[src/rtl/mul_pkg.sv]
// Shared types for the progressive-add multiplier.
// Holds the controller state encoding and the default operand width.
package mul_pkg;

    localparam int DEF_WIDTH = 16;

    typedef enum logic [2:0] {
        IDLE   = 3'd0,
        LOAD_A = 3'd1,
        LOAD_B = 3'd2,
        ADD    = 3'd3,
        DONE   = 3'd4
    } state_t;

endpackage

[src/rtl/mul_pa_datapath.sv]
// Datapath for the progressive-add multiplier.
// Ports: clk, rst (async high), data_in (operand bus),
//   ld_a, ld_b, ld_p, clr_p, dec_b (controls), product, eqz.
module mul_pa_datapath #(
    parameter int WIDTH = 16
) (
    input  logic             clk,
    input  logic             rst,
    input  logic [WIDTH-1:0] data_in,
    input  logic             ld_a,
    input  logic             ld_b,
    input  logic             ld_p,
    input  logic             clr_p,
    input  logic             dec_b,
    output logic [WIDTH-1:0] product,
    output logic             eqz
);

    localparam logic [WIDTH-1:0] ONE = WIDTH'(1);

    logic [WIDTH-1:0] a_q;
    logic [WIDTH-1:0] b_q;
    logic [WIDTH-1:0] p_q;

    always_ff @(posedge clk or posedge rst) begin
        if (rst) begin
            a_q <= '0;
            b_q <= '0;
            p_q <= '0;
        end else begin
            if (ld_a)
                a_q <= data_in;

            if (ld_b)
                b_q <= data_in;
            else if (dec_b)
                b_q <= b_q - ONE;

            // Clear wins so a new product never inherits a partial sum.
            if (clr_p)
                p_q <= '0;
            else if (ld_p)
                p_q <= p_q + a_q;
        end
    end

    assign eqz     = (b_q == '0);
    assign product = p_q;

endmodule

[src/rtl/mul_progressive_add.sv]
// Unsigned multiplier: adds A into P, B times, using one operand bus.
// Ports: clk, rst (async high), start, data_in, product, done, eqz.
module mul_progressive_add
    import mul_pkg::*;
#(
    parameter int WIDTH = DEF_WIDTH
) (
    input  logic             clk,
    input  logic             rst,
    input  logic             start,
    input  logic [WIDTH-1:0] data_in,
    output logic [WIDTH-1:0] product,
    output logic             done,
    output logic             eqz
);

    state_t state;

    logic ld_a;
    logic ld_b;
    logic ld_p;
    logic clr_p;
    logic dec_b;

    // Controls come from the state register; ADD also looks at the
    // B counter to stop adding once it has reached zero.
    assign ld_a  = (state == LOAD_A);
    assign ld_b  = (state == LOAD_B);
    assign clr_p = (state == LOAD_B);
    assign ld_p  = (state == ADD) && !eqz;
    assign dec_b = (state == ADD) && !eqz;

    always_ff @(posedge clk or posedge rst) begin
        if (rst) begin
            state <= IDLE;
            done  <= 1'b0;
        end else begin
            case (state)
                IDLE: begin
                    done <= 1'b0;
                    if (start)
                        state <= LOAD_A;
                end
                LOAD_A: begin
                    state <= LOAD_B;
                end
                LOAD_B: begin
                    state <= ADD;
                end
                ADD: begin
                    if (eqz) begin
                        state <= DONE;
                        done  <= 1'b1;
                    end
                end
                DONE: begin
                    // Held start keeps us here so it cannot retrigger.
                    if (!start) begin
                        state <= IDLE;
                        done  <= 1'b0;
                    end
                end
                default: begin
                    state <= IDLE;
                    done  <= 1'b0;
                end
            endcase
        end
    end

    mul_pa_datapath #(
        .WIDTH(WIDTH)
    ) u_dp (
        .clk     (clk),
        .rst     (rst),
        .data_in (data_in),
        .ld_a    (ld_a),
        .ld_b    (ld_b),
        .ld_p    (ld_p),
        .clr_p   (clr_p),
        .dec_b   (dec_b),
        .product (product),
        .eqz     (eqz)
    );

endmodule

[config.mk]
export PLATFORM = sky130hd
export DESIGN_NAME = mul_progressive_add
export DESIGN_NICKNAME = d
export VERILOG_FILES = /design/src/rtl/mul_pkg.sv /design/src/rtl/mul_pa_datapath.sv /design/src/rtl/mul_progressive_add.sv
export SDC_FILE = /design/constraint.sdc
export NUM_CORES = 1
export LEC_CHECK = 0
export BUFFER_PORTS_ARGS = -buffer_cell sky130_fd_sc_hd__buf_2
export CORE_AREA = 8 8 91 93
export DETAILED_ROUTE_END_ITERATION = 8
export DIE_AREA = 0 0 99 101
export PLACE_DENSITY_LB_ADDON = 0.05
export SLEW_MARGIN = 20
export SYNTH_ARGS = -nofsm -noshare
export SYNTH_HDL_FRONTEND = slang
export SYNTH_SLANG_ARGS = --single-unit
export TNS_END_PERCENT = 20
[constraint.sdc]
create_clock -name clk -period 4.75 [get_ports clk]
set_input_delay 0.95 -clock clk [delete_from_list [all_inputs] [get_ports clk]]
set_output_delay 0.95 -clock clk [all_outputs]
set_load 0.02 [all_outputs]
==> metrics.md, run 1 <==
| Metric | Value |
|---|---|
| Outcome | `complete, no violations` |
| Number of global-route vias before repair | `2464` |
| RePlAce Congestion | `0.811` |
| Placed cells | `412` |
| Clock sink count | `52` |
| Post-cts sizing count | `0` |
| Top cells by area, synth | `dfrtp_1 43%, ha_1 7.1%, mux2_2 6.0%` |
| Post-synthesis register bit count | `52` |
| WP data required | `3.80 ns` |
| CTS clk-pin slew, worst paths | `0.09 ns` |
| CTS tree | `done` |
| DRC viols | `0` |
| Worst R2R Setup Slack | `approximately 2.1 ns` |
| EDFF count, synth | `0` |
| Nets | `374` |
| Post-Layout Cell Count | `419` |
| Post-DP HPWL | `slightly above 5000 um` |
| R2R depth | `6` |
| Synthesized area per cell | `9.93 sq um` |
| Actual transition at the worst max-transition pin | `around 0.96 ns` |
| Simple logic cell fraction of the synthesized area | `15.7%` |
| Die height | `~100 um` |
| Detailed Route Iter0 Violations | `86` |
| Synth cell types | `50` |
| Critical-path maximum fanout | `5` |
| Syn Inst Count | `approximately 300` |
| CP endpoint | `eqz` |
| Tcrit/Tclk final | `59.2%` |
| Register area share after synthesis | `43.4%` |
| CP endpoint kind | `primary output` |
| Total CTS buffers | `5` |
| Synth async-reset ratio | `100%` |
| DR vias | `~2400` |
| CP Data Arrival Time | `1.86 ns` |
| RR Startpoint | `u_dp.b_q[6]` |
| Worst Hold Class | `flop to flop` |
| Gr ovfl total | `0` |
| Via/cell ratio | `5.61` |
| Area growth syn-to-layout | `13.2%` |
| Port Buf Inserts | `36` |
| Placement Setup Slack | `2.16 ns` |
| Setup_tns | `0 ns` |
| H-tree depth | `2` |
| Max VDD drop | `roughly 0.34 mV` |
| Slew margin rel. | `36.2%` |
| Core Region | `0.00694 sq mm` |
| DIE AREA | `0.0100 sq mm` |
| Die width | `99 um` |
| Inserted Diodes | `0` |
| Unrepaired setup endpoints after global routing | `no` |
| Post-CTS Hold Fix Bufs | `0` |
| Final ANT Viol Nets | `0` |
| Fill count | `652` |
| Min Tclk post-route | `between 2 and 3 ns` |
| WL/cell | `between 15 and 20 um` |
| Top-area cell type share of the netlist area | `43.4%` |
| I/O pin cnt | `37` |
| Compound-Gate Fraction of Synth Area | `~19%` |
| WL final | `7200 um` |
| Rows | `31` |
| Synth Flop Type | `dfrtp_1` |
| Synth Net Count | `between 300 and 400` |
| PnR worst setup slack | `1.94 ns` |
| Post-synthesis adder-cell area fraction | `7.76%` |
| R2r endpoint | `u_dp.b_q[2]` |
| Initial antenna violation count | `0` |
| CTS root buffer | `clkbuf_8` |
| Synth Area in XOR/XNOR | `5.55%` |
| Power Density | `863 mW/mm^2` |
| Largest net degree at the start of global routing | `53` |
| Mux cell area share after synthesis | `6.01%` |
| Setup Buffers After CTS | `0` |
| Final setup fails | `0` |
| Gr usage total | `15.6%` |
| Setup crit start kind | `flop` |
| Clock Path Buffers | `2` |
| Largest family of logic cells by synthesized area | `compound AO/OA/AOI/OAI gates` |
| First-pass GRT wire length | `12400 um` |
| Final Slew Violations | `0` |
| Fraction of layout cells with a size suffix above 1 | `roughly a fifth` |
| Ys Warns | `0` |
| Most frequent cells in the layout | `52 x dfrtp_1, 36 x buf_2, 31 x nand2_1` |
| Pre-Repair DR Iteration Count | `4` |
| Max-cap violations | `0` |
| FMAX | `356 MHz` |
| Commonest non-fill, non-tap cell in the layout | `dfrtp_1` |
| Initial Utilization | `43.2%` |
| Synth area leader | `dfrtp_1` |
| Leakage | `0.00157 uW` |
| Setup CP Type | `flop to primary output` |
| CP startpoint | `u_dp.b_q[6]` |
| Worst Skew | `0.00896 ns` |
| Cell area after synthesis | `0.00300 sq mm` |
| Final Hold Vio Count | `0` |
| Worst skew pair latency | `0.31 ns` |
-- state kept, by name (all words and copies together), names as in the netlist --
name          cells
u_dp.a_q         16
u_dp.b_q         16
u_dp.product     16
state             3
done              1
-- power by group --
part           switching, uW  leakage (uW)  internal (uW)
combinational            981      0.000876            736
clock                    147     0.0000642            207
sequential               182      0.000627            675
-- cells in the mapped netlist, types with 2 or more instances --
master,count
nor3_1,4
clkbuf_1,9
nor2b_1,3
xor2_1,9
xnor2_1,10
a221o_1,2
a22oi_1,2
a21o_2,3
nand4_1,3
or3_1,3
a21o_1,9
o21ai_0,29
buf_2,3
nand2_1,31
o211ai_1,3
nand2b_1,3
and3_1,2
ha_1,17
o21bai_1,3
dfrtp_1,52
a211o_1,3
o311ai_0,4
nor4_1,3
o211a_1,2
a21oi_1,17
nor2_1,10
nand3_1,17
a31oi_1,5
inv_1,5
mux2_2,16
-- metal layers --
layer	global-route usage, %	share of wire, %	vias up
met5	0	0	-
met4	4.25	0.85	0
met3	3.11	3.3	5
met2	25.1	47	35
met1	20.8	49	1123
li1	-	-	1187
-- per-stage QoR --
| step | util (%) | hold WS (ns) | cell area [sq um] | total power, uW |
|---|---|---|---|---|
| floorplan | - | 0.472 | 3000 | 2160 |
| global placement | 47.0 | 0.504 | 3270 | 2570 |
| detailed placement | 47.0 | 0.505 | 3270 | 2580 |
| CTS | 48.9 | 0.528 | 3390 | 2950 |
| global route | 48.9 | 0.547 | 3390 | 3220 |
| finish | 48.9 | 0.522 | 3390 | 2930 |
-- worst min-delay path by stage --
stage,slack [ns],startpoint,to,cells past startpoint
finish,0.52,u_dp.a_q[5],u_dp.a_q[5],1
CTS,0.53,u_dp.a_q[8],u_dp.a_q[8],1
floorplan,0.47,state[2],state[0],1
global route,0.55,u_dp.a_q[5],u_dp.a_q[5],1
detailed placement,0.51,u_dp.a_q[8],u_dp.a_q[8],1
global placement,0.50,u_dp.a_q[6],u_dp.a_q[6],1
-- cell type report --
class	count	area, sq um	area share [%]
multi-input cells	233	1630	48.1
inverters	5	18.8	0.553
repair buffers	40	210	6.19
clock buffers	5	68.8	2.03
well taps	82	103	3.02
flip-flops and latches	52	1300	38.3
clock inverters	2	60.1	1.77
-- logic make-up (layout without fill, tap and decap cells) --
group                    count (synthesis)  count (layout)
AO/OA/AOI/OAI                           90              90
XOR/XNOR                                19              19
adder cells (fa/ha/maj)                 18              18
buffers and inverters                   17              52
flip-flops                              52              52
multiplexers                            16              16
AND/OR/NAND/NOR                         90              90
-- critical path, stage by stage, from the launching register on --
cell	delay, ns
dfrtp_1	0.43
or3_1	0.41
nand4b_4	0.22
nor2_1	0.28
buf_2	0.22
(Power assumes the default switching activity.)
==> run 2, diff against run 1 <==
- ABC_AREA: default -> 1
- CORE_AREA: 8 8 91 93 -> 8 8 97 99
- DIE_AREA: 0 0 99 101 -> 0 0 105 107
- clock period: 4.75 -> 2.8 ns (I/O delays scaled with it)
==> run 2 against run 1 <==
- global-route usage increased by 0.33 points
- power increased by 84%
- clock skew increased by 0.0033 ns
- critical path depth increased by 3
- via count increased by 29%
- register-to-register slack got worse by 1.3 ns
- core utilization decreased by 0.30 points
==> metrics.md, run 2 <==
| Metric | Value |
|---|---|
| Via/cell ratio | `4.95 (-12%)` |
| R2r endpoint | `u_dp.b_q[13]` |
| Detailed Route Iter0 Violations | `111 (+29%)` |
| EDFF count, synth | `0 (unchanged)` |
| Logic gate share of total power | `60.5% (+1.9 points)` |
| Rows | `33 (+6.5%)` |
| Cell Int Power | `2730 uW (+69%)` |
| Die width | `105 um (+6.1%)` |
| Min Tclk post-route | `2.13 ns` |
| Critical-path maximum fanout | `4 (-1)` |
| Setup Buffers After CTS | `0 (unchanged)` |
| Dpl cell area | `0.00371 sq mm (+14%)` |
| I/O pin cnt | `37 (unchanged)` |
| CTS clk-pin slew, worst paths | `0.11 ns (+0.02 ns)` |
| Clk pwr share | `11.9% (-0.2 points)` |
| WL/cell | `14.1 um (-18%)` |
| Syn Inst Count | `470 (+56%)` |
| Gr ovfl total | `0 (unchanged)` |
| Register area | `0.00130 sq mm (unchanged)` |
| DR vias | `3027 (+29%)` |
| Setup crit start kind | `flop` |
| Sequential power share | `27.6% (-1.7 points)` |
| RePlAce Congestion | `0.866 (+6.8%)` |
| Final Hold Vio Count | `0 (unchanged)` |
| Outcome | `complete, no violations` |
| Setup_tns | `0 ns (unchanged)` |
| RR Startpoint | `u_dp.b_q[0]` |
| CP max stage cell | `dfrtp_1` |
| Synth area leader | `dfrtp_1` |
| Post-cts sizing count | `0 (unchanged)` |
| CTS root buffer | `clkbuf_8` |
| Final Slew Violations | `0 (unchanged)` |
| Core Region | `0.00793 sq mm (+14%)` |
| R2R depth | `9 (+3)` |
| Ys Warns | `0 (unchanged)` |
| Unrepaired setup endpoints after global routing | `no` |
| Total net switching power | `2650 uW (+100%)` |
| Worst Hold Class | `input pin to async pin` |
| Worst-path cell chain | `inv_1 > ha_1 > inv_1 > nor3_2 > nand3_2 > inv_1 > buf_2` |
| Number of global-route vias before repair | `2936 (+19%)` |
| Worst Skew | `0.0122 ns (+0.00328 ns)` |
| Setup CP Type | `flop to primary output` |
| Total CTS buffers | `5 (unchanged)` |
| Initial antenna violation count | `0 (unchanged)` |
| Largest net degree at the start of global routing | `43 (-19%)` |
| Actual transition at the worst max-transition pin | `0.536 ns (-0.422 ns)` |
| Net Sw Frac | `49.2% (+4.5 points)` |
| Final ANT Viol Nets | `0 (unchanged)` |
| Clock Path Buffers | `2 (unchanged)` |
| Top cells by area, synth | `dfrtp_1 38%, nand2_1 16%, nand3_1 9.0%` |
| Worst Path Buf+Inv | `4 (+3)` |
| Register area share after synthesis | `37.8% (-5.6 points)` |
| Area growth syn-to-layout | `11.8%` |
| Core Util, Final | `48.6% (-0.30 points)` |
| Post-CTS Hold Fix Bufs | `0 (unchanged)` |
| DRC viols | `0 (unchanged)` |
| WP data required | `2.24 ns (-1.56 ns)` |
| Top post-synthesis cells by count | `145 x nand2_1, 62 x nand3_1, 61 x inv_1` |
| Post-DP HPWL | `6520 um (+26%)` |
| Count leader, synth | `nand2_1` |
| Synth async-reset ratio | `100% (unchanged)` |
| Most used cell, CP | `inv_1` |
| FMAX | `approximately 470 MHz` |
| H-tree depth | `2 (unchanged)` |
| Pre-Repair DR Iteration Count | `4 (unchanged)` |
| Tcrit/Tclk final | `between 70% and 80%` |
| CP delay by family, top | `buffers and inverters` |
| CTS tree | `done` |
| First-pass GRT wire length | `14800 um (+19%)` |
| Die height | `107 um (+5.9%)` |
| Most frequent cells in the layout | `145 x nand2_1, 62 x nand3_1, 60 x inv_1` |
| Post-synthesis register bit count | `52 (unchanged)` |
| Synth cell types | `36 (-28%)` |
| Synth Net Count | `507 (+50%)` |
| Cell area after synthesis | `0.00344 sq mm (+15%)` |
| Fill count | `852 (+31%)` |
| Synthesized area per cell | `7.33 sq um (-26%)` |
| DIE AREA | `0.0112 sq mm (+12%)` |
| Footprint of the multi-input gates | `0.00182 sq mm (+12%)` |
| Top-area cell type share of the netlist area | `37.8% (-5.6 points)` |
| Worst skew pair latency | `0.31 ns (about the same)` |
| Port Buf Inserts | `36 (unchanged)` |
| Worst R2R Setup Slack | `0.87 ns (-1.27 ns)` |
| Max VDD drop | `0.564 mV (+66%)` |
| Max-cap violations | `0 (unchanged)` |
| WL final | `8600 um (+20%)` |
| Initial Utilization | `43.5% (+0.27 points)` |
| Final instance area | `0.00385 sq mm (+13%)` |
| Leakage | `0.00205 uW (+31%)` |
| Synth Flop Type | `dfrtp_1` |
| Clock sink count | `52 (unchanged)` |
| Fraction of layout cells with a size suffix above 1 | `14.2% (-7.1 points)` |
| Commonest non-fill, non-tap cell in the layout | `nand2_1` |
| CP endpoint kind | `primary output` |
| Nets | `542 (+45%)` |
| Inserted Diodes | `0 (unchanged)` |
| Final setup fails | `0 (unchanged)` |
| Power Density | `1400 mW/mm^2 (+62%)` |
| CP Data Arrival Time | `1.57 ns (-0.29 ns)` |
| Gr usage total | `16.0% (+0.33 points)` |
| CP max stage delay | `0.41 ns (-0.02 ns)` |
| Slew margin rel. | `64.2% (+28 points)` |
-- run 2: cell types whose count changed in the layout (fill, tap and decap cells not counted), sizes merged, moves of 8 or more --
cell / change
nand3: +47
o21ai: -9
a21oi: -8
a21o: -12
nor2: +24
nand2: +116
inv: +60
-- run 2: logic make-up after synthesis --
group | after synthesis | synth area share, %
adders and majority gates | 18 | 6.76
and+or+nand+nor | 263 | 33.0
DFF | 52 | 37.8
xor gates and xnor gates | 15 | 3.81
buffers and inverters | 75 | 9.26
muxes | 11 | 3.60
AOI/OAI and AO/OA | 36 | 5.78
-- run 2: final cells by class --
class	count	share of cell area, %
Timing Repair Buffer	39	5.59
Clock buffer	5	1.79
Tap cell	105	3.41
Sequential cell	52	33.8
Multi-Input combinational cell	343	47.4
Inverter	64	6.30
Clock inverter	3	1.79
-- run 2: routing by layer --
layer | track usage [%] | wire [um] | vias up
met4 | 3.26 | 80 | 0
met5 | 0 | 0 | -
met1 | 22.1 | 4360 | 1391
met2 | 24.9 | 3750 | 53
met3 | 3.54 | 403 | 6
li1 | - | - | 1577
-- run 2: per-stage QoR --
stage	instances	hold WS, ns	setup slack (ns)	total power, uW
finish	611	0.240	0.669	5380
CTS	611	0.255	0.641	5440
floorplan	470	0.457	0.982	4060
global route	611	0.279	0.505	5980
global placement	603	0.462	0.871	4730
detailed placement	603	0.471	0.840	4780
-- run 2: worst max-delay path by stage --
stage / start / to / slack, ns / cells after the start
floorplan: rst / done / 0.98 / 1
global placement: u_dp.b_q[0] / u_dp.b_q[13] / 0.87 / 9
detailed placement: u_dp.b_q[0] / u_dp.b_q[13] / 0.84 / 9
CTS: u_dp.b_q[0] / eqz / 0.64 / 7
global route: u_dp.b_q[0] / eqz / 0.50 / 7
finish: u_dp.b_q[0] / eqz / 0.67 / 7
-- run 2: power by group through the flow --
| stage | Combinational [uW] | Clock, uW | Sequential (uW) |
|---|---|---|---|
| floorplan | 2520 | 0 | 1540 |
| global placement | 3230 | 0 | 1500 |
| detailed placement | 3280 | 0 | 1510 |
| CTS | 3290 | 656 | 1490 |
| global route | 3750 | 682 | 1550 |
| finish | 3260 | 640 | 1490 |
